**config.mk**
```make
export PLATFORM = sky130hd
export DESIGN_NAME = sqrt_square_check
export DESIGN_NICKNAME = d
export VERILOG_FILES = /design/src/rtl/sqrt_square_check.sv
export SDC_FILE = /design/constraint.sdc
export NUM_CORES = 1
export LEC_CHECK = 0
export CAP_MARGIN = 0
export CORE_MARGIN = 5
export CORE_UTILIZATION = 43
export CTS_BUF_LIST = sky130_fd_sc_hd__clkbuf_8
export DETAILED_ROUTE_END_ITERATION = 8
export GPL_ROUTABILITY_DRIVEN = 1
export PLACE_DENSITY = 0.66
export SLEW_MARGIN = 20
export SYNTH_ARGS = -nofsm -noshare
export SYNTH_HDL_FRONTEND = slang
export SYNTH_SLANG_ARGS = --single-unit
```
**constraint.sdc**
```tcl
create_clock -name clk -period 4.9 [get_ports clk]
set_input_delay 0.735 -clock clk [delete_from_list [all_inputs] [get_ports clk]]
set_output_delay 0.735 -clock clk [all_outputs]
set_load 0.01 [all_outputs]
```
**src/rtl/sqrt_square_check.sv**
```systemverilog
// Square-and-compare checker for the integer square-root datapath.
// Rebuilds root^2 with a 16-step shift-and-add and reports radicand - root^2 with a tolerance flag.
module sqrt_square_check #(
  parameter int          W_ROOT = 16,
  parameter int          W_RAD  = 32,
  parameter logic [31:0] TOL    = 32'd0
) (
  input  logic                    clk,
  input  logic                    rst_n,
  input  logic                    in_valid,
  output logic                    in_ready,
  input  logic [W_ROOT-1:0]       in_root,
  input  logic [W_RAD-1:0]        in_rad,
  output logic                    out_valid,
  input  logic                    out_ready,
  output logic [W_RAD-1:0]        out_square,
  output logic signed [W_RAD:0]   out_resid,
  output logic                    out_within_tol,
  output logic                    busy
);

  localparam int CNT_W = $clog2(W_ROOT);
  localparam logic [CNT_W-1:0] CNT_LAST = CNT_W'(W_ROOT - 1);
  localparam logic [CNT_W-1:0] CNT_ONE  = CNT_W'(1);
  localparam logic [W_RAD:0]   TOL_X    = (W_RAD+1)'(TOL);
  localparam logic [W_RAD:0]   ONE_X    = (W_RAD+1)'(1);

  typedef enum logic [1:0] {IDLE, CALC, RESID, DONE} state_t;

  state_t              state;
  logic [W_ROOT-1:0]   root_q;
  logic [W_RAD-1:0]    rad_q;
  logic [W_RAD-1:0]    acc;
  logic [CNT_W-1:0]    cnt;
  logic signed [W_RAD:0] resid_c;

  // Partial product for bit k of the root: the root shifted left by k when that bit is set.
  function automatic logic [W_RAD-1:0] partial(input logic [W_ROOT-1:0] r,
                                               input logic [CNT_W-1:0]  k);
    logic [W_RAD-1:0] wide;
    wide = {{(W_RAD-W_ROOT){1'b0}}, r};
    return r[k] ? (wide << k) : '0;
  endfunction

  function automatic logic signed [W_RAD:0] residual(input logic [W_RAD-1:0] rad,
                                                     input logic [W_RAD-1:0] sq);
    return $signed({1'b0, rad}) - $signed({1'b0, sq});
  endfunction

  // Magnitude is taken at full residual width, so the most negative residual cannot wrap.
  function automatic logic tol_check(input logic signed [W_RAD:0] r);
    logic [W_RAD:0] u;
    logic [W_RAD:0] mag;
    u   = r;
    mag = u[W_RAD] ? (~u + ONE_X) : u;
    return mag <= TOL_X;
  endfunction

  assign resid_c  = residual(rad_q, acc);
  assign in_ready = (state == IDLE);
  assign busy     = (state != IDLE);

  always_ff @(posedge clk or negedge rst_n) begin
    if (!rst_n) begin
      state          <= IDLE;
      root_q         <= '0;
      rad_q          <= '0;
      acc            <= '0;
      cnt            <= '0;
      out_valid      <= 1'b0;
      out_square     <= '0;
      out_resid      <= '0;
      out_within_tol <= 1'b0;
    end else begin
      case (state)
        IDLE: begin
          if (in_valid) begin
            root_q <= in_root;
            rad_q  <= in_rad;
            acc    <= '0;
            cnt    <= '0;
            state  <= CALC;
          end
        end
        // Fixed-length accumulation: every bit is visited, zero bits included.
        CALC: begin
          acc <= acc + partial(root_q, cnt);
          cnt <= cnt + CNT_ONE;
          if (cnt == CNT_LAST) state <= RESID;
        end
        RESID: begin
          out_square     <= acc;
          out_resid      <= resid_c;
          out_within_tol <= tol_check(resid_c);
          out_valid      <= 1'b1;
          state          <= DONE;
        end
        DONE: begin
          if (out_ready) begin
            out_valid <= 1'b0;
            state     <= IDLE;
          end
        end
        default: state <= IDLE;
      endcase
    end
  end

endmodule

```
==> out/qor.yml, run 1 <==
outcome: "finished clean"
via_per_inst: 5.768
ant_nets: 0
grt_pass1_vias: 9240
grt_max_degree: 88
drive_gt1_share_pct: 15.23
drt_iter0_drc: 738
area_growth_pct: 18.06
grt_pass1_wl_mm: 47.97
cap_violations: 0
fillers: 2394
avgSynthCellArea_um2: 9.134
route.detailed.drc: 0
ys.warnings.count: 0
crit_path_end_kind: "flip-flop"
ys.flop_type: "dfrtp_1"
finalSetupViolations: 0
num_io_pins: 121
fin_crit_ns: 4.641
yosysSeqAreaShare_pct: 33.86
die_w_um: 172.2
fmax_ghz: 0.2155
portBuffers: 120
hold_viol: 0
die_h_um: 172.2
cts.clk_slew.worst_paths_ns: 0.10
grtUsageMet2_pct: 33.58
antenna_found_initial: 0
worst_pin_slew_ns: 0.9657
ys_seq_elements: 153
synth_area_mm2: 0.01131
cts_buffers: 17
grt.busiest_layer: "met2"
use_met1_pct: 26.89
core_mm2: 0.02598
root_buffer: "clkbuf_8"
grt_overflow: 0
cts_hold_buf: 0
initial_core_util_pct: 43.52
max-slew-margin-rel_pct: 35.46
cts_buffer_depth: 2
maxSlewViolCount: 0
crit_required_ns: 5.27
synth_edf_count: 0
clk_latency_ns: 0.47
r2r-end: "acc[26]"
num_rows: 59
path_class: "reg -> reg"
r2r_cells: 18
nets: 1468
finalSetupTns_ns: 0
start_kind: "flip-flop"
ys_types: 87
htree_levels: 4
routed_wl_mm: 30.00
diodes: 0
synth-async-reset-ratio_pct: 100.0
regArea_mm2: 0.003830
synthCells: 1238
gp_congestion: 0.8885
finalCritPeriodShare_pct: 94.72
wl_per_cell_um: 17.71
met3_usage_pct: 3.201
vias: 9771
firstDrtPassIters: 7
crit_arrival_ns: 5.01
hold_path_class: "in -> async"
cp_max_fo: 6
dieArea_mm2: 0.02964
track_usage_pct: 20.03
multi_input_area_mm2: 0.007062
dp_hpwl_mm: 23.08
worstReg2RegStart: "cnt[0]"
ff2ff_setup_slack_ns: 0.26
tritoncts: "done"
fin_skew_ns: 0.01955
cts_sinks: 153
synth_fp_nets: 1360
==> through the flow <==
step           setup WS (ns)  util, %  cell area, um^2  hold slack [ns]  std cells
2_1_floorplan        0.03058        -            11320           0.4394       1238
3_3_place_gp          0.1651    49.65            12900           0.4890       1661
3_5_place_dp         0.02288    49.65            12900           0.4943       1661
4_1_cts              0.06476    51.21            13310           0.3452       1693
5_1_grt            -0.002325    51.38            13350           0.3830       1694
6_report              0.2589    51.38            13350           0.3243       1694
==> critical path: stages (launching register included) <==
cell and delay, ns:
dfrtp_2 0.47, mux4_2 0.35, nor2_1 0.04, or3_1 0.45, and2_0 0.21, nor2_1 0.13, ha_1 0.32, a21o_1 0.23
a2111o_1 0.41, a221oi_1 0.26, o21ai_1 0.20, o31ai_2 0.25, a31oi_1 0.18, a21oi_1 0.26, o21ai_0 0.20, a21o_1 0.21
nand2_1 0.06, nand3_1 0.08, a32o_1 0.25
==> cell families after synthesis <==
| group | after synthesis | share of synthesized area (%) |
|---|---|---|
| AOI/OAI and AO/OA | 333 | 19.81 |
| xor gates and xnor gates | 48 | 3.784 |
| adders and majority gates | 70 | 7.878 |
| buffers and inverters | 121 | 4.204 |
| DFF | 153 | 33.86 |
| muxes | 140 | 14.01 |
| and+or+nand+nor | 373 | 16.46 |
==> metal layers <==
metal  vias up  wire length [um]
met3        43              1391
met1      4718             13620
met4         0               615
met2       275             14380
met5         -                 0
li1       4735                 -
==> cells in the final DEF, fill, tap and decap left out, types with 5 or more instances in the layout <==
cell type and n:
a22o_1 5, o21a_1 12, o211ai_1 12, nand2b_1 15, buf_4 23, dfrtp_1 152, ha_1 67, inv_1 65
or3_1 11, a31oi_1 13, a2111oi_0 6, mux2_2 106, a21o_1 29, xor2_1 24, clkbuf_8 19, nand2_1 102
o22ai_1 5, and3_1 10, mux2i_1 30, nor2b_1 13, nor4_1 6, clkdlybuf4s50_1 119, o21ai_1 9, and2_1 9
o21bai_1 11, nor2_1 100, nand3_1 31, o21ai_0 73, nand4_1 10, nor3_1 28, xnor2_1 21, a21oi_1 80
a211oi_1 18, or2_2 5
==> what timing repair did <==
item	CTS	global route
resized for setup	0	11
endpoints found under the setup margin	0	7
buffers inserted	0	1
==> synthesized netlist by cell type, types with 6 or more instances <==
library cell,n,area (um^2)
dfrtp_1,153,3829
mux2_2,106,1194
nand2_1,103,386.6
nor2_1,100,375.4
a21oi_1,81,405.4
o21ai_0,76,380.4
ha_1,68,850.8
inv_1,65,244.0
clkbuf_1,43,161.4
nand3_1,31,155.2
mux2i_1,30,300.3
a21o_1,29,217.7
nor3_1,28,140.1
xor2_1,25,219.0
xnor2_1,22,192.7
a211oi_1,18,135.1
nand2b_1,15,93.84
a31oi_1,13,81.33
nor2b_1,13,81.33
o211ai_1,12,90.09
o21a_1,12,90.09
o21bai_1,11,82.58
or3_1,11,68.82
and3_1,10,62.56
nand4_1,10,62.56
and2_1,9,56.30
a2111oi_0,8,70.07
nor4_1,6,37.54
o21ai_1,6,30.03
==> worst max path at each step <==
stage | slack, ns | cells after the start | end | start
after CTS | 0.06 | 18 | acc[28] | cnt[0]
after floorplan | 0.03 | 20 | acc[28] | cnt[0]
after global placement | 0.17 | 18 | acc[28] | cnt[0]
after detailed placement | 0.02 | 18 | acc[28] | cnt[0]
after global routing | -0.002 | 18 | acc[28] | cnt[0]
final | 0.26 | 18 | acc[26] | cnt[0]
==> registers in the layout (all words and copies together), names as in the netlist <==
register,cells
rad_q,32
out_within_tol,1
out_resid,33
state,2
out_square,32
out_valid,1
root_q,16
cnt,4
acc,32
==> cell type report <==
cell class / instances / share of cell area, %
multi-input combinational: 964 / 52.90
clock inverter: 13 / 1.078
tap: 335 / 3.140
clock buffer: 19 / 1.959
inverter: 66 / 1.856
sequential: 153 / 28.69
timing repair buffer: 144 / 10.38
Power of run 1 is not shown: default switching activity piles up to over one toggle a cycle in this logic, so the estimate is an artifact.
==> run 2: changes to the inputs <==
--- a/config.mk
+++ b/config.mk
@@ -11,7 +11,8 @@
 export CTS_BUF_LIST = sky130_fd_sc_hd__clkbuf_8
 export DETAILED_ROUTE_END_ITERATION = 8
 export GPL_ROUTABILITY_DRIVEN = 1
-export PLACE_DENSITY = 0.66
+export PLACE_DENSITY = 0.76
+export SETUP_SLACK_MARGIN = 0.02
 export SLEW_MARGIN = 20
 export SYNTH_ARGS = -nofsm -noshare
 export SYNTH_HDL_FRONTEND = slang
==> out/qor.yml, run 2 (synthesis gave the netlist of run 1 again) <==
grt_pass1_wl_mm: 48.20
diodes: 0
cts_buffer_depth: 2
die_w_um: 172.2
stdcell_area_mm2: 0.01330
path_cells: "ha_1, fa_1, nand2b_1, a21oi_2, o21a_1, xnor2_1, nor4b_4, nand2_1, or4_1, or3_4, a2111oi_4, a31o_1, a22oi_1, o31ai_2"
area_growth_pct: 17.61
tritoncts: "done"
crit_path_end_kind: "flip-flop"
finalSetupTns_ns: 0
vias: 9798
finalSetupViolations: 0
dieArea_mm2: 0.02964
ant_nets: 0
cts_sinks: 153
hold_viol: 0
top_register: "out_resid"
max_stage_delay_ns: 0.55
htree_levels: 4
largest_reg_flops: 33
finalCritPeriodShare_pct: 94.58
start_kind: "flip-flop"
drt_iter0_drc: 760
crit_required_ns: 5.27
worst_pin_slew_ns: 0.9669
crit_arrival_ns: 5.01
fin_crit_ns: 4.634
via_per_inst: 5.794
routed_wl_mm: 29.86
cts_buffers: 17
num_io_pins: 121
num_rows: 59
core_mm2: 0.02598
rsz0062_at_grt: "no"
gp_congestion: 0.9003
path_class: "reg -> reg"
fin_skew_ns: 0.01435
layout_commonest_cell: "dfrtp_1"
final_cell_mix: "152 x dfrtp_1, 119 x clkdlybuf4s50_1, 106 x mux2_2"
portBuffers: 120
placedCellCount: 1659
grt_pass1_vias: 9438
cap_violations: 0
die_h_um: 172.2
finalNonFillerCells: 1691
grt_max_degree: 80
root_buffer: "clkbuf_8"
whs_ns: 0.3141
firstDrtPassIters: 5
fmax_ghz: 0.2158
dp_hpwl_mm: 23.10
placed_area_mm2: 0.01289
route.detailed.drc: 0
drive_gt1_share_pct: 15.34
outcome: "finished clean"
crit_slowest_cell: "or4_1"
max-slew-margin-rel_pct: 35.38
r2r_cells: 14
grt_overflow: 0
track_usage_pct: 20.09
wl_per_cell_um: 17.66
nets: 1465
initial_core_util_pct: 43.52
cts.clk_slew.worst_paths_ns: 0.08
cp_max_fo: 7
antenna_found_initial: 0
maxSlewViolCount: 0
clk_latency_ns: 0.47
post_cts_buffers: 0
hold_path_class: "in -> async"
## run 2: cell types whose count changed in the layout (fill, tap and decap cells not counted), moves of 2 or more
cell	before	now
bufinv_16	2	0
buf_4	23	21
o21ai_0	73	75
o21ai_1	9	6
## run 2: what timing repair did
item	4_1_cts	5_1_grt
hold buffers	0	0
gates resized for setup	1	11
pin swaps	0	1
endpoints found under the hold margin	0	0
setup endpoints to repair	1	5
## run 2: cell type report
cell class / count / area (um^2)
inverters: 66 / 247.7
fillers: 2410 / 12680
multi-input cells: 964 / 7078
well taps: 335 / 419.2
repair buffers: 141 / 1360
clock buffers: 20 / 275.3
flip-flops and latches: 153 / 3830
clock inverters: 12 / 90.09
## run 2: path summary, 6_finish.rpt
| path | slack, ns | startpoint | end |
|---|---|---|---|
| max | 0.27 | acc[0] | out_within_tol |
| min reg2reg | 0.51 | out_resid[25] | out_resid[25] |
| max reg2reg | 0.27 | acc[0] | out_within_tol |
| max in group asynchronous | 3.54 | rst_n | acc[15] |
| min in group clk | 0.51 | out_resid[25] | out_resid[25] |
| min | 0.31 | rst_n | state[0] |
## run 2: per-layer routing
layer / up-vias / global-route usage [%] / part of all wire, %
met3: 52 / 3.269 / 5.2
met5: - / 0 / 0
met1: 4719 / 26.30 / 43
li1: 4727 / - / -
met2: 300 / 34.66 / 49
met4: 0 / 5.332 / 2.2
## run 2: critical path, delay by kind of cell, from the launching register on
family                   cells  cell delay, ns
AO/OA/AOI/OAI                6            1.38
XOR/XNOR                     1            0.32
adder cells (fa/ha/maj)      2            0.67
flip-flops                   1            0.49
AND/OR/NAND/NOR              5            1.70
## run 2: through the flow
stage	util (%)	setup WS, ns
global placement	49.59	0.2713
floorplan	-	0.03058
global route	51.18	0.01629
detailed placement	49.59	0.08909
finish	51.18	0.2656
CTS	51.00	0.09498
Power of run 2 is left out for the same reason.
